**config.mk**
```make
export PLATFORM = sky130hd
export DESIGN_NAME = alu_arbiter
export DESIGN_NICKNAME = d
export VERILOG_FILES = /design/src/rtl/alu_pkg.sv /design/src/rtl/alu.sv /design/src/rtl/alu_arbiter.sv
export SDC_FILE = /design/constraint.sdc
export NUM_CORES = 1
export LEC_CHECK = 0
export CORE_MARGIN = 2
export CORE_UTILIZATION = 56
export CTS_BUF_LIST = sky130_fd_sc_hd__clkbuf_16
export CTS_CLUSTER_SIZE = 20
export DETAILED_ROUTE_END_ITERATION = 6
export HOLD_SLACK_MARGIN = 0.15
export PLACE_DENSITY_LB_ADDON = 0.25
export SETUP_SLACK_MARGIN = 0.05
export SYNTH_ARGS = -nofsm -noshare
export SYNTH_HDL_FRONTEND = slang
export SYNTH_SLANG_ARGS = --single-unit
```
**constraint.sdc**
```tcl
create_clock -name clk -period 8.4 [get_ports clk]
set_input_delay 0.84 -clock clk [delete_from_list [all_inputs] [get_ports clk]]
set_output_delay 0.84 -clock clk [all_outputs]
set_load 0.05 [all_outputs]
```
**src/rtl/alu_pkg.sv**
```systemverilog
// rtl/alu_pkg.sv - ALU control encodings and request/response types shared by the ALU and its arbiter.
package alu_pkg;

  localparam logic [2:0] ALU_CTRL_ADD = 3'b000;
  localparam logic [2:0] ALU_CTRL_SUB = 3'b001;
  localparam logic [2:0] ALU_CTRL_AND = 3'b010;
  localparam logic [2:0] ALU_CTRL_OR  = 3'b011;
  localparam logic [2:0] ALU_CTRL_SLT = 3'b101;

  typedef struct packed {
    logic [31:0] srca;
    logic [31:0] srcb;
    logic [2:0]  ctrl;
  } alu_req_t;

  typedef struct packed {
    logic [31:0] result;
    logic        zero;
  } alu_rsp_t;

endpackage

```
**src/rtl/alu.sv**
```systemverilog
// rtl/alu.sv - Combinational 32-bit ALU: add, sub, and, or, signed set-less-than.
module alu
  import alu_pkg::*;
(
  input  alu_req_t req,
  output alu_rsp_t rsp
);

  logic [31:0] result;

  always_comb begin
    result = '0;
    unique case (req.ctrl)
      ALU_CTRL_ADD: result = req.srca + req.srcb;
      ALU_CTRL_SUB: result = req.srca - req.srcb;
      ALU_CTRL_AND: result = req.srca & req.srcb;
      ALU_CTRL_OR:  result = req.srca | req.srcb;
      ALU_CTRL_SLT: result = {31'b0, $signed(req.srca) < $signed(req.srcb)};
      default:      result = '0;
    endcase
  end

  assign rsp.result = result;
  assign rsp.zero   = (result == '0);

endmodule

```
**src/rtl/alu_arbiter.sv**
```systemverilog
// rtl/alu_arbiter.sv - Round-robin sharing of one ALU between two requesters with registered per-requester responses.
module alu_arbiter
  import alu_pkg::*;
#(
  parameter int FIRST_PRIO = 0
) (
  input  logic        clk,
  input  logic        rst_n,
  input  logic        req0_valid,
  output logic        req0_ready,
  input  logic [31:0] req0_srca,
  input  logic [31:0] req0_srcb,
  input  logic [2:0]  req0_ctrl,
  output logic        rsp0_valid,
  input  logic        rsp0_ready,
  output logic [31:0] rsp0_result,
  output logic        rsp0_zero,
  input  logic        req1_valid,
  output logic        req1_ready,
  input  logic [31:0] req1_srca,
  input  logic [31:0] req1_srcb,
  input  logic [2:0]  req1_ctrl,
  output logic        rsp1_valid,
  input  logic        rsp1_ready,
  output logic [31:0] rsp1_result,
  output logic        rsp1_zero
);

  localparam logic PRIO_RST = (FIRST_PRIO != 0);

  logic     prio;
  logic     elig0, elig1;
  logic     grant0, grant1;
  alu_req_t alu_in;
  alu_rsp_t alu_out;

  // A slot can take a new result if it is empty or being drained this cycle.
  always_comb begin
    elig0  = req0_valid && (!rsp0_valid || rsp0_ready);
    elig1  = req1_valid && (!rsp1_valid || rsp1_ready);
    grant0 = rst_n && elig0 && (!elig1 || !prio);
    grant1 = rst_n && elig1 && (!elig0 || prio);
  end

  assign req0_ready = grant0;
  assign req1_ready = grant1;

  always_comb begin
    alu_in.srca = req0_srca;
    alu_in.srcb = req0_srcb;
    alu_in.ctrl = req0_ctrl;
    if (grant1) begin
      alu_in.srca = req1_srca;
      alu_in.srcb = req1_srcb;
      alu_in.ctrl = req1_ctrl;
    end
  end

  alu u_alu (
    .req (alu_in),
    .rsp (alu_out)
  );

  always_ff @(posedge clk) begin
    if (!rst_n) begin
      prio        <= PRIO_RST;
      rsp0_valid  <= 1'b0;
      rsp0_result <= '0;
      rsp0_zero   <= 1'b0;
      rsp1_valid  <= 1'b0;
      rsp1_result <= '0;
      rsp1_zero   <= 1'b0;
    end else begin
      if (grant0) begin
        rsp0_valid  <= 1'b1;
        rsp0_result <= alu_out.result;
        rsp0_zero   <= alu_out.zero;
      end else if (rsp0_ready) begin
        rsp0_valid  <= 1'b0;
      end

      if (grant1) begin
        rsp1_valid  <= 1'b1;
        rsp1_result <= alu_out.result;
        rsp1_zero   <= alu_out.zero;
      end else if (rsp1_ready) begin
        rsp1_valid  <= 1'b0;
      end

      // Priority flips after every grant, contested or not.
      if (grant0)      prio <= 1'b1;
      else if (grant1) prio <= 1'b0;
    end
  end

endmodule
```
==> results.json <==
{
  "met3_length_um": 3730,
  "ir_worst_vdd_mv": 0.186,
  "synth_enable_flop_cells": 0,
  "setup_violations": 0,
  "critical-path-max-stage-delay_ns": 0.59,
  "synthCells": 1313,
  "yosysTopAreaCell": "dfxtp_1",
  "finalCriticalPeriod_ns": 6.50,
  "startpoint": "rsp0_ready",
  "fin_nets": 1711,
  "dp_hpwl_um": 24600,
  "grt_pass1_vias": 9703,
  "path_depth": 21,
  "numClockSinks": 69,
  "rsz0062_at_grt": "false",
  "hold_viol_final": 0,
  "synth_area_per_cell_um2": 6.79,
  "cts-root-buf": "clkbuf_16",
  "syn2layout_area_growth_pct": 26.3,
  "finalClockSkew_ns": 0.00475,
  "ys_seq_area_frac": 0.155,
  "grt_pass1_wl_um": 50500,
  "required_ns": 8.65,
  "utilization": 0.717,
  "ys_seq_elements": 69,
  "clk_latency_ns": 0.33,
  "final_cell_mix": "nand2_1 (270), clkdlybuf4s50_1 (208), ha_1 (109), inv_1 (99), o21ai_0 (97)",
  "async_flop_share": 0,
  "synthXorXnorAreaFrac": 0.00884,
  "grt.overflow.total": 0,
  "ys_types": 92,
  "die_w_um": 130,
  "drc": 0,
  "synth_top_family_by_area": "simple AND/OR/NAND/NOR gates",
  "clkTransAtPathRegs_ns": 0.06,
  "whs_path_depth": 2,
  "synth_top_area_frac": 0.155,
  "met2_length_um": 14400,
  "min_period_over_period": 0.773,
  "worstPathMaxFanout": 42,
  "syn_nets": 1564,
  "grt_max_degree": 69,
  "synthTopCellsByArea": "dfxtp_1 (15%), ha_1 (15%), nand2_1 (11%)",
  "worst_pin_slew_ns": 1.08,
  "hold_class": "reg2reg",
  "vias_per_cell": 6.29,
  "drtPass1Iterations": 6,
  "numCtsBuffers": 9,
  "place_area_um2": 11000,
  "layout-drive-gt1-share": 0.0437,
  "wl_met1_um": 13100,
  "dieHeight_um": 130,
  "muxShareOfSynthArea": 0.0302,
  "grtUsageTotal": 0.372,
  "crit_path_end_kind": "flop",
  "htree_levels": 3,
  "synth.cell_area_um2": 8920,
  "dieArea_um2": 17000,
  "portBuffers": 209,
  "synth_compound_area_frac": 0.278,
  "cts_setup_buffers": 0,
  "yosys.area_share.adder": 0.157,
  "ys_warn_count": 0,
  "antenna_cells": 0,
  "gp_congestion": 1.04,
  "initial_utilization": 0.568,
  "layout_commonest_cell": "nand2_1",
  "core-area_um2": 15700,
  "arrival_ns": 6.74,
  "r2r-start": "rsp0_valid",
  "routed.top_layer": "met4",
  "drt_iter0_markers": 1165,
  "num_rows": 46,
  "cts_tree": "built",
  "cpMaxStageDelayCell": "inv_2",
  "slew-limit-headroom": 0.259,
  "wl_per_cell_um": 19.2,
  "io_pins": 210,
  "r2r_end": "rsp0_zero",
  "power.density_nw_per_um2": 159,
  "via_count": 10580,
  "cts_resized": 0,
  "path_class": "in2reg",
  "drv_cap": 0,
  "final_max_slew_viol_count": 0,
  "critPathLaunchType": "input port",
  "fillerInstances": 1333,
  "critPathBufInv": 4,
  "r2r_cells": 20,
  "detail-route-antenna-nets": 0,
  "wl_um": 32300,
  "path_cells": "clkdlybuf4s50_1 > nand2b_1 > a211o_4 > inv_2 > buf_4 > nand2_1 > nand2_1 > ha_1 > inv_1 > fa_1 > nor2b_4 > o311ai_4 > a31oi_2 > a211oi_2 > o31ai_1 > or4_4 > a2111oi_4 > nand4_1 > nor4_1 > nand4_1 > o31ai_1",
  "r2r_slack_ns": 2.57,
  "fin_tns_setup_ns": 0,
  "holdBufCountCts": 0,
  "synthSimpleGateAreaFrac": 0.282,
  "cp-endpoint": "rsp0_zero",
  "p_leak_nw": 4.92,
  "critPathTopFamily": "compound AO/OA/AOI/OAI gates",
  "outcome": "finished clean",
  "antenna_found_initial": 0,
  "fmax_mhz": 154,
  "synthFlopType": "dfxtp_1",
  "finalInstanceArea_um2": 11300,
  "clock_path_buffers": 2
}
## layout make-up
class / instances / area (um^2) / share of cell area
multi-input cells: 1058 / 6760 / 0.600
repair buffers: 222 / 2180 / 0.194
flip-flops and latches: 69 / 1380 / 0.123
inverters: 100 / 375 / 0.0333
well taps: 216 / 270 / 0.0240
clock buffers: 9 / 225 / 0.0200
clock inverters: 7 / 67.6 / 0.00600
## sequential cells by signal (all words and copies together), names as in the netlist
signal and count:
prio 1, rsp0_zero 1, rsp1_result 32, rsp0_result 32, rsp1_valid 1, rsp0_valid 1, rsp1_zero 1
## cell usage after synthesis, types with 4 or more instances
master,n
nand2_1,270
ha_1,109
inv_1,98
o21ai_0,98
nand3_1,81
nor2_1,77
a21oi_1,72
dfxtp_1,69
clkbuf_1,59
a211oi_1,23
nor3_1,20
nor4_1,17
mux2i_1,16
o31ai_1,16
a31oi_1,14
nor2b_1,14
nand2b_1,13
nand4_1,13
o211ai_1,13
a21o_1,12
and2_1,11
buf_2,11
a221o_1,9
o21a_1,9
o221ai_1,9
a221oi_1,8
buf_6,7
a32oi_1,6
buf_4,6
xor2_1,6
a311oi_1,5
mux2_2,5
o21bai_1,5
o22a_1,5
o22ai_1,5
or3_1,5
and3_1,4
nand4b_1,4
or2_2,4
## cells by family (layout without fill, tap and decap cells)
logic type                 after synthesis  after routing
and+or+nand+nor                        552            552
xor gates and xnor gates                 9              9
AOI/OAI and AO/OA                      362            362
adders and majority gates              111            111
DFF                                     69             69
muxes                                   24             24
buffers and inverters                  186            338
## report_power, final
part | switching, W | internal (W)
combinational | 0.000673 | 0.000362
sequential | 0.0000193 | 0.000361
clock | 0.000144 | 0.000228
total | 0.000836 | 0.000951
## worst min-delay path: cells and delay by family, from the launching register on
kind | cells | cell delay, ns
DFF | 1 | 0.31
and+or+nand+nor | 2 | 0.11
## how the worst min path moves through the flow
stage | startpoint | endpoint
floorplan | prio | prio
global placement | rsp1_result[24] | rsp1_result[24]
detailed placement | rsp0_result[25] | rsp0_result[25]
CTS | rsp1_result[8] | rsp1_result[8]
global route | rsp0_result[8] | rsp0_result[8]
finish | rsp1_result[8] | rsp1_result[8]
## layer usage
layer,GRT usage,vias to the layer above
met2,0.605,687
met4,0.141,0
met3,0.0734,95
met1,0.487,4853
met5,0,-
li1,-,4945
## stage by stage
step	total power, W	cells	hold WS [ns]	worst slack (ns)
global route	0.00187	1681	0.481	1.48
finish	0.00179	1681	0.461	1.90
global placement	0.00137	1665	0.445	1.84
floorplan	0.00107	1313	0.503	2.98
CTS	0.00176	1681	0.462	1.95
detailed placement	0.00138	1665	0.451	1.67
Note: power is estimated with default switching activity, not from simulation.
